--- src/rtl/matrix_scan_driver.sv ---
// rtl/matrix_scan_driver.sv - double-buffered, row-scanned LED matrix shift-register driver
//
// Scans ROWS x COLS pixels out to the row and column shift registers, one row at a time.
// Game logic writes whole rows into the back bank. The front and back banks swap only at a frame boundary.
//
// Ports:
//   clk32mhz, reset_n      system clock and asynchronous active-low reset
//   wr_en/wr_row/wr_data   back-bank row write (out-of-range rows ignored)
//   swap_req/swap_ack      swap request (sticky until served) and one-cycle completion pulse
//   brightness             global brightness, sampled once per row in LATCH
//   frame_start            one-cycle pulse in the LATCH cycle of row 0
//   RCLK/RSDI              row shift-register clock and data
//   CCLK/CSDI/LE           column shift-register clock, data and latch enable
//   OEB                    active-low output enable, PWM'd during DISPLAY
module matrix_scan_driver #(
    parameter int ROWS             = 16,
    parameter int COLS             = 16,
    parameter int SCREENTIMERWIDTH = 10,
    parameter int BRIGHT_BITS      = 3
) (
    input  logic                      clk32mhz,
    input  logic                      reset_n,
    input  logic                      wr_en,
    input  logic [$clog2(ROWS)-1:0]   wr_row,
    input  logic [COLS-1:0]           wr_data,
    input  logic                      swap_req,
    output logic                      swap_ack,
    input  logic [BRIGHT_BITS-1:0]    brightness,
    output logic                      frame_start,
    output logic                      RCLK,
    output logic                      RSDI,
    output logic                      CCLK,
    output logic                      CSDI,
    output logic                      LE,
    output logic                      OEB
);
    localparam int RW        = $clog2(ROWS);
    localparam int CIW       = $clog2(COLS);
    localparam int SHIFT_LEN = 2 * COLS;
    localparam int DISP_LEN  = 1 << SCREENTIMERWIDTH;
    localparam int MAX_LEN   = (SHIFT_LEN > DISP_LEN) ? SHIFT_LEN : DISP_LEN;
    localparam int CNT_W     = $clog2(MAX_LEN) + 1;
    localparam int ON_W      = SCREENTIMERWIDTH + 1;

    typedef enum logic [1:0] {ST_SHIFT, ST_ROW, ST_LATCH, ST_DISPLAY} state_t;

    state_t                              state_q, state_d;
    logic [CNT_W-1:0]                    cnt_q, cnt_d;
    logic [RW-1:0]                       row_q, row_d;
    logic                                started_q, started_d;
    logic                                front_q, front_d;
    logic                                pending_q, pending_d;
    logic [BRIGHT_BITS-1:0]              bright_q, bright_d;
    logic [1:0][ROWS-1:0][COLS-1:0]      mem_q, mem_d;
    logic rclk_q, rclk_d, rsdi_q, rsdi_d, cclk_q, cclk_d, csdi_q, csdi_d;
    logic le_q, le_d, oeb_q, oeb_d, ack_q, ack_d, fs_q, fs_d;
    logic [ON_W-1:0]                     on_time;
    logic [CIW-1:0]                      col_idx;
    logic [31:0]                         wr_row_ext;

    always_comb begin
        state_d    = state_q;
        cnt_d      = cnt_q;
        row_d      = row_q;
        started_d  = started_q;
        front_d    = front_q;
        bright_d   = bright_q;
        mem_d      = mem_q;
        ack_d      = 1'b0;
        pending_d  = pending_q | swap_req;
        wr_row_ext = 32'(wr_row);

        if (wr_en && (wr_row_ext < ROWS)) begin
            mem_d[~front_q][wr_row] = wr_data;
        end

        // The first clock edge after reset produces the outputs for SHIFT cycle 0.
        // For that edge the state is held instead of advanced.
        if (!started_q) begin
            started_d = 1'b1;
        end else begin
            case (state_q)
                ST_SHIFT: begin
                    if (cnt_q == CNT_W'(SHIFT_LEN - 1)) begin
                        state_d = ST_ROW;
                        cnt_d   = '0;
                    end else begin
                        cnt_d = cnt_q + 1'b1;
                    end
                end
                ST_ROW:   state_d = ST_LATCH;
                ST_LATCH: begin
                    state_d = ST_DISPLAY;
                    cnt_d   = '0;
                end
                default: begin
                    if (cnt_q == CNT_W'(DISP_LEN - 1)) begin
                        state_d = ST_SHIFT;
                        cnt_d   = '0;
                        if (row_q == RW'(ROWS - 1)) begin
                            row_d = '0;
                            // Frame boundary: the only point where the banks may exchange.
                            if (pending_d) begin
                                front_d   = ~front_q;
                                pending_d = 1'b0;
                                ack_d     = 1'b1;
                            end
                        end else begin
                            row_d = row_q + 1'b1;
                        end
                    end else begin
                        cnt_d = cnt_q + 1'b1;
                    end
                end
            endcase
        end

        if (state_d == ST_LATCH) begin
            bright_d = brightness;
        end

        // on_time = (brightness + 1) scaled to the dwell; full brightness covers all of DISPLAY.
        on_time = ON_W'(bright_d) + ON_W'(1);
        on_time = on_time << (SCREENTIMERWIDTH - BRIGHT_BITS);

        // Each column occupies two SHIFT cycles, so the column is cnt/2 counted down from the MSB.
        col_idx = CIW'(COLS - 1) - CIW'(cnt_d >> 1);

        // Outputs are computed from the next state so that they are registered in the same cycle that state is entered.
        csdi_d = (state_d == ST_SHIFT) ? mem_d[front_d][row_d][col_idx] : 1'b0;
        cclk_d = (state_d == ST_SHIFT) && cnt_d[0];
        rclk_d = (state_d == ST_ROW);
        le_d   = (state_d == ST_LATCH);
        fs_d   = (state_d == ST_LATCH) && (row_d == '0);
        rsdi_d = (row_d == '0);
        oeb_d  = !((state_d == ST_DISPLAY) && (32'(cnt_d) < 32'(on_time)));
    end

    always_ff @(posedge clk32mhz or negedge reset_n) begin
        if (!reset_n) begin
            state_q   <= ST_SHIFT;
            cnt_q     <= '0;
            row_q     <= '0;
            started_q <= 1'b0;
            front_q   <= 1'b0;
            pending_q <= 1'b0;
            bright_q  <= '0;
            mem_q     <= '0;
            rclk_q    <= 1'b0;
            rsdi_q    <= 1'b0;
            cclk_q    <= 1'b0;
            csdi_q    <= 1'b0;
            le_q      <= 1'b0;
            oeb_q     <= 1'b1;
            ack_q     <= 1'b0;
            fs_q      <= 1'b0;
        end else begin
            state_q   <= state_d;
            cnt_q     <= cnt_d;
            row_q     <= row_d;
            started_q <= started_d;
            front_q   <= front_d;
            pending_q <= pending_d;
            bright_q  <= bright_d;
            mem_q     <= mem_d;
            rclk_q    <= rclk_d;
            rsdi_q    <= rsdi_d;
            cclk_q    <= cclk_d;
            csdi_q    <= csdi_d;
            le_q      <= le_d;
            oeb_q     <= oeb_d;
            ack_q     <= ack_d;
            fs_q      <= fs_d;
        end
    end

    assign RCLK        = rclk_q;
    assign RSDI        = rsdi_q;
    assign CCLK        = cclk_q;
    assign CSDI        = csdi_q;
    assign LE          = le_q;
    assign OEB         = oeb_q;
    assign swap_ack    = ack_q;
    assign frame_start = fs_q;
endmodule

--- config.mk ---
export PLATFORM = sky130hd
export DESIGN_NAME = matrix_scan_driver
export DESIGN_NICKNAME = d
export VERILOG_FILES = /design/src/rtl/matrix_scan_driver.sv
export SDC_FILE = /design/constraint.sdc
export NUM_CORES = 1
export LEC_CHECK = 0
export CORE_MARGIN = 2
export CORE_UTILIZATION = 59
export CTS_CLUSTER_DIAMETER = 200
export DETAILED_ROUTE_END_ITERATION = 8
export PLACE_DENSITY = 0.76
export SYNTH_ARGS = -nofsm -noshare
export SYNTH_HDL_FRONTEND = slang
export SYNTH_SLANG_ARGS = --single-unit
--- constraint.sdc ---
create_clock -name clk32mhz -period 6.2 [get_ports clk32mhz]
set_clock_uncertainty 0.05 [all_clocks]
set_input_delay 1.55 -clock clk32mhz [delete_from_list [all_inputs] [get_ports clk32mhz]]
set_output_delay 1.55 -clock clk32mhz [all_outputs]
set_load 0.02 [all_outputs]
After elaboration in Yosys (flattened, before gate mapping)
Cells that the tools add are included.
{ "word_totals": {"ff_bits": 543, "latchBits": 0, "ram_bits": 0, "rom_bits": 0, "input_bits": 27, "output_inout_bits": 8, "wordCells": 119, "n_memories": 0} }
{ "classes": {"addsub": 4, "mul": 0, "div": 0, "n_lt_le_gt_ge": 8, "n_eq_ne": 8, "shift": 0, "muxes": 40, "bitwise_logic": 2, "reduce_logical": 10} }
{ "ops": {"columns": ["op", "count"], "rows": [
  ["two-way mux 256 bit", 3],
  ["bitwise mux 512 bit", 1],
  ["two-way mux 512 bit", 1],
  ["demux 256 bit (select 1 bit)", 1],
  ["binary-select mux 16 bit (select 4 bit)", 1],
  ["demux 16 bit (select 4 bit)", 1],
  ["two-way mux 11 bit", 3],
  ["case mux 11 bit (3 select lines)", 1],
  ["two-way mux 16 bit", 2],
  ["two-way mux 1 bit", 16],
  ["two-way mux 4 bit", 4],
  ["less-than comparator 4 x 5 -> 1 bit, second input constant", 3],
  ["adder 11 x 1 -> 11 bit, second input constant", 1],
  ["equality test 11 x 10 -> 1 bit, second input constant", 1],
  ["equality test 11 x 5 -> 1 bit, second input constant", 1],
  ["less-than comparator 11 bit", 1],
  ["equality test 2 bit, second input constant", 3],
  ["two-way mux 2 bit", 3],
  ["case mux 2 bit (3 select lines)", 1],
  ["logical AND 1 bit", 5],
  ["adder 3 x 1 -> 4 bit, second input constant", 1],
  ["adder 4 x 1 -> 4 bit, second input constant", 1],
  ["binary-select mux 1 bit (select 4 bit)", 1],
  ["equality test 2 x 1 -> 1 bit, second input constant", 2],
  ["other kinds (12)", 14]
]} }

Longest topological paths before layout
{ "depth": {"word_depth": 15, "depth_mapped": 17, "ltp_nobuf": 16} }

Least setup slack after synthesis
No wires, ideal clock.
{ "synth_timing": {"path_type": "input -> register", "from": "input port wr_row[1]", "to": "register csdi_q (netlist: CSDI)", "setup_ns": 0.130, "arrival_ns": 3.936, "t_required_ns": 6.020, "path_slack_ns": 2.084, "path_stages": 12, "n_path_buf": 2, "cell_sequence": "clkbuf_1 > nand2b_1 > clkbuf_1 > nor2_1 > mux2_2 > o32a_1 > a32o_1 > or4_1 > o2111ai_1 > a311oi_1 > nand4_1 > nand4_1"} }
{ "synth_rtl": {"columns": ["item", "line_no", "rtl"], "rows": [
  ["start, declared", "24", "input logic [$clog2(ROWS)-1:0] wr_row,"],
  ["end signal, assigned", "169", "csdi_q <= csdi_d;"],
  ["end, declared", "55", "logic rclk_q, rclk_d, rsdi_q, rsdi_d, cclk_q, cclk_d, csdi_q, csdi_d;"]
]} }

Worst setup path in the final report
{ "layout_timing": {"from": "input port swap_req", "to": "register csdi_q (netlist: CSDI)"} }
{ "layout_between": {"elab_chain_len": 13} }
{ "layout_rtl": {"columns": ["item", "line_no", "rtl"], "rows": [
  ["start, declared", "26", "input logic swap_req,"],
  ["OR 1 bit", "70", "pending_d = pending_q | swap_req;"],
  ["two-way mux 1 bit", "103", "if (pending_d) begin"],
  ["two-way mux 1 bit", "100", "if (row_q == RW'(ROWS - 1)) begin"],
  ["two-way mux 1 bit", "97", "if (cnt_q == CNT_W'(DISP_LEN - 1)) begin"],
  ["two-way mux 1 bit", "82", "case (state_q)"],
  ["two-way mux 1 bit", "79", "if (!started_q) begin"],
  ["two-way mux 256 bit (not written as such) (2 in series)", "130", "csdi_d = (state_d == ST_SHIFT) ? mem_d[front_d][row_d][col_idx] : 1'b0;"],
  ["binary-select mux 16 bit (select 4 bit)", "130", null],
  ["two-way mux 16 bit (not written as such)", "130", null],
  ["binary-select mux 1 bit (select 4 bit)", "130", null],
  ["two-way mux 1 bit (not written as such)", "130", null],
  ["two-way mux 1 bit", "130", null],
  ["named net csdi_d", "55", null]
]} }
The timed path passes the listed nets, and every way through them passes these cells. The select of a mux whose other input is x is not followed.

==> results.sh <==
export IMPL_portBuffers=34
export IMPL_crit_end="CSDI"
export IMPL_synth_avg_cell_area_um2=11.7
export IMPL_crit_start="swap_req"
export IMPL_syn_nets=2288
export IMPL_critPathMaxFanout=83
export IMPL_final_min_clock_period_ns=5.30
export IMPL_numCtsBuffers=55
export IMPL_ioPinCount=35
export IMPL_fmax_mhz=189
export IMPL_hold_viol=0
export IMPL_n_fill_cell=3325
export IMPL_critical_path_reg2reg_startpoint="state_q[0]"
export IMPL_cp_num_cells=12
export IMPL_p_int_uw=6440
export IMPL_highest_layer="met5"
export IMPL_synth_seq_cells=543
export IMPL_fp_row_count=77
export IMPL_post_cts_setup_buffer_count=0
export IMPL_gp_congestion=0.879
export IMPL_finalCritPeriodShare=0.854
export IMPL_syn_area_um2=26300
export IMPL_maxSlewViolCount=0
export IMPL_status="finished clean"
export IMPL_worst_ep_arrival_time_ns=5.78
export IMPL_cts_resized_gates=0
export IMPL_clockBufferDepth=3
export IMPL_synthCells=2252
export IMPL_hp_start="mem_q[504]"
export IMPL_cp_start_kind="input pin"
export IMPL_min_path_type="reg2reg"
export IMPL_cp_end_kind="flip-flop"
export IMPL_start_util=0.597
export IMPL_r2r_end="CSDI"
export IMPL_cp_common_cell="nand4_1"
export IMPL_power_share_switching=0.252
export IMPL_grt_pass1_vias=19000
export IMPL_grtUsageTotal=0.310
export IMPL_p_sw_uw=2160
export IMPL_grt_pass1_wl_mm=111
export IMPL_htreeDepth=2
export IMPL_synthFlopType="dfrtp_1"
export IMPL_synth_cell_types=81
export IMPL_cpLargestDelayFamily="buffers and inverters"
export IMPL_cts_root_buf="clkbuf_16"
export IMPL_drc=0
export IMPL_nNetsFinal=2278
export IMPL_async_flop_share=1.00
export IMPL_tightest_slew_ns=1.29
export IMPL_fp_dieH_um=215
export IMPL_cp_required_ns=6.68
export IMPL_yosysSeqAreaShare=0.516
export IMPL_combPwrFrac=0.136
export IMPL_wl_met3_mm=5.65
export IMPL_slew_headroom=0.139
export IMPL_ff2ff_path_depth=12
export IMPL_ff2ff_setup_slack_ns=1.43
export IMPL_drv_cap=0
export IMPL_path_cells="clkdlybuf4s50_1, o2111a_1, and4_1, xnor2_4, inv_8, buf_4, nor2_1, o311ai_0, nand3_1, o21ai_0, nand4_1, nand4_1"
export IMPL_cts_sinks=543
export IMPL_die_x_um=215
export IMPL_critPathMaxStageDelay_ns=0.84
export IMPL_leakagePower_uw=0.0128
export IMPL_via_per_inst=6.45
export IMPL_power_frac_clock=0.388
export IMPL_cts_tree="done"
export IMPL_routedWlPerCell_um=24.7
export IMPL_crit_buf_inv=3
export IMPL_detailed_place_hpwl_mm=43.3
export IMPL_ys_warn_count=0
export IMPL_final_setup_tns_ns=0
export IMPL_antenna_found_initial=3
export IMPL_core_um2=44100
export IMPL_hold_buffers=0
export IMPL_postRouteAntennaNets=0
export IMPL_pwr_share_seq=0.476
export IMPL_first_pass_iters=5
export IMPL_critical_path_class="in2reg"
export IMPL_area_growth_pct=10.6
export IMPL_synth_edf_count=0
export IMPL_layout_drive_gt1_share=0.321
export IMPL_dieArea_um2=46300
export IMPL_slowest_stage="o311ai_0"
export IMPL_rsz0062_at_grt="false"
export IMPL_met1Wirelength_mm=30.0
export IMPL_drt_wl_total_mm=71.0
export IMPL_p_per_area_nw_per_um2=296
export IMPL_drt_initial_drc_count=1971
export IMPL_ir_worst_vdd_mv=0.192
export IMPL_p_total_uw=8600
export IMPL_met2_length_mm=32.6
export IMPL_setup_viol=0
export IMPL_path_clk_slew_ns=0.06
export IMPL_insertion_delay_ns=0.61
export IMPL_grt_ovfl_total=0
export IMPL_vias=18600
export IMPL_grt_max_degree=161
-- through the flow --
stage          area (µm²)  hold slack [ns]  utilization  cells  setup slack [ns]
6_report            29100            0.440        0.660   2878             0.904
5_1_grt             29100            0.447        0.660   2877             0.794
4_1_cts             29100            0.442        0.660   2877              1.01
3_5_place_dp        27300            0.429        0.618   2777             0.366
3_3_place_gp        27300            0.421        0.618   2777             0.351
2_1_floorplan       26300            0.412            -   2252              2.08
-- layout by cell type, fill, tap and decap left out, types with 10 or more instances in the layout --
master | synthesis | final
nor2_1 | 349 | 349
o311ai_0 | 42 | 42
nand2_1 | 77 | 77
nand3_1 | 15 | 15
a21oi_1 | 13 | 13
clkbuf_1 | 96 | 12
o311ai_1 | 10 | 10
mux2_2 | 530 | 530
inv_1 | 25 | 24
o21a_1 | 15 | 15
clkbuf_8 | 0 | 17
nand4_1 | 21 | 21
o211ai_1 | 28 | 28
nor3_1 | 29 | 29
clkdlybuf4s50_1 | 0 | 32
or3_1 | 68 | 68
clkbuf_16 | 0 | 57
buf_4 | 17 | 79
mux2i_1 | 76 | 76
o2111ai_1 | 11 | 11
nand2b_1 | 25 | 25
clkinv_2 | 0 | 10
o41a_1 | 13 | 13
and3_1 | 21 | 21
dfrtp_1 | 542 | 542
o21ai_0 | 17 | 17
a31oi_1 | 13 | 13
-- power by group through the flow --
stage / combinational (µW) / clock [µW] / sequential, µW
after floorplan: 792 / 0 / 4130
after global placement: 1100 / 0 / 4130
after detailed placement: 1160 / 0 / 4160
after CTS: 1160 / 3380 / 4100
after global routing: 1280 / 3530 / 4130
final: 1170 / 3340 / 4100
-- per-layer routing --
metal,vias to the layer above,track usage
met1,9629,0.431
met5,-,0
li1,8000,-
met2,744,0.481
met4,6,0.127
met3,190,0.0594
-- final cells by class --
cell class / instances / area (µm²) / share of cell area
Timing Repair Buffer: 122 / 1110 / 0.0383
Clock inverter: 14 / 125 / 0.00430
Tap cell: 592 / 741 / 0.0254
Multi-Input combinational cell: 1494 / 11700 / 0.403
Antenna cell: 1 / 2.50 / 0.0000860
Clock buffer: 86 / 1710 / 0.0586
Inverter: 26 / 105 / 0.00361
Sequential cell: 543 / 13600 / 0.467
-- cell usage after synthesis (all sizes together) (14+ instances only) --
cell type | count | share of area
nand3 | 15 | 0.0029
nand2b | 25 | 0.0059
dfrtp | 542 | 0.52
mux2i | 77 | 0.029
nor3 | 30 | 0.0059
inv | 26 | 0.0038
nor2 | 355 | 0.051
o311ai | 52 | 0.017
mux2 | 531 | 0.23
nand4 | 22 | 0.0055
or3 | 68 | 0.016
a21oi | 14 | 0.0028
o21a | 15 | 0.0043
buf | 93 | 0.022
o21ai | 21 | 0.0040
and3 | 21 | 0.0050
o211ai | 28 | 0.0080
clkbuf | 96 | 0.014
nand2 | 77 | 0.011
-- worst min-delay path by stage --
stage | to | cells after the start | slack, ns
2_1_floorplan | mem_q[76] | 1 | 0.41
3_3_place_gp | mem_q[76] | 1 | 0.42
3_5_place_dp | mem_q[353] | 1 | 0.43
4_1_cts | mem_q[353] | 1 | 0.44
5_1_grt | mem_q[474] | 1 | 0.45
6_report | mem_q[504] | 1 | 0.44
-- cells by family after synthesis --
family | count (synthesis) | share of synthesized area
AO/OA/AOI/OAI | 216 | 0.0646
XOR/XNOR | 3 | 0.00171
adder cells (fa/ha/maj) | 9 | 0.00428
buffers and inverters | 215 | 0.0391
flip-flops | 543 | 0.516
multiplexers | 609 | 0.257
other | 1 | 0.000142
AND/OR/NAND/NOR | 656 | 0.117
-- registers in the layout (all words and copies together) (netlist names) --
register,count
RSDI,1
pending_q,1
RCLK,1
front_q,1
started_q,1
row_q,4
swap_ack,1
frame_start,1
CCLK,1
CSDI,1
OEB,1
mem_q,512
bright_q,3
cnt_q,11
LE,1
state_q,2
(Power assumes the default switching activity.)
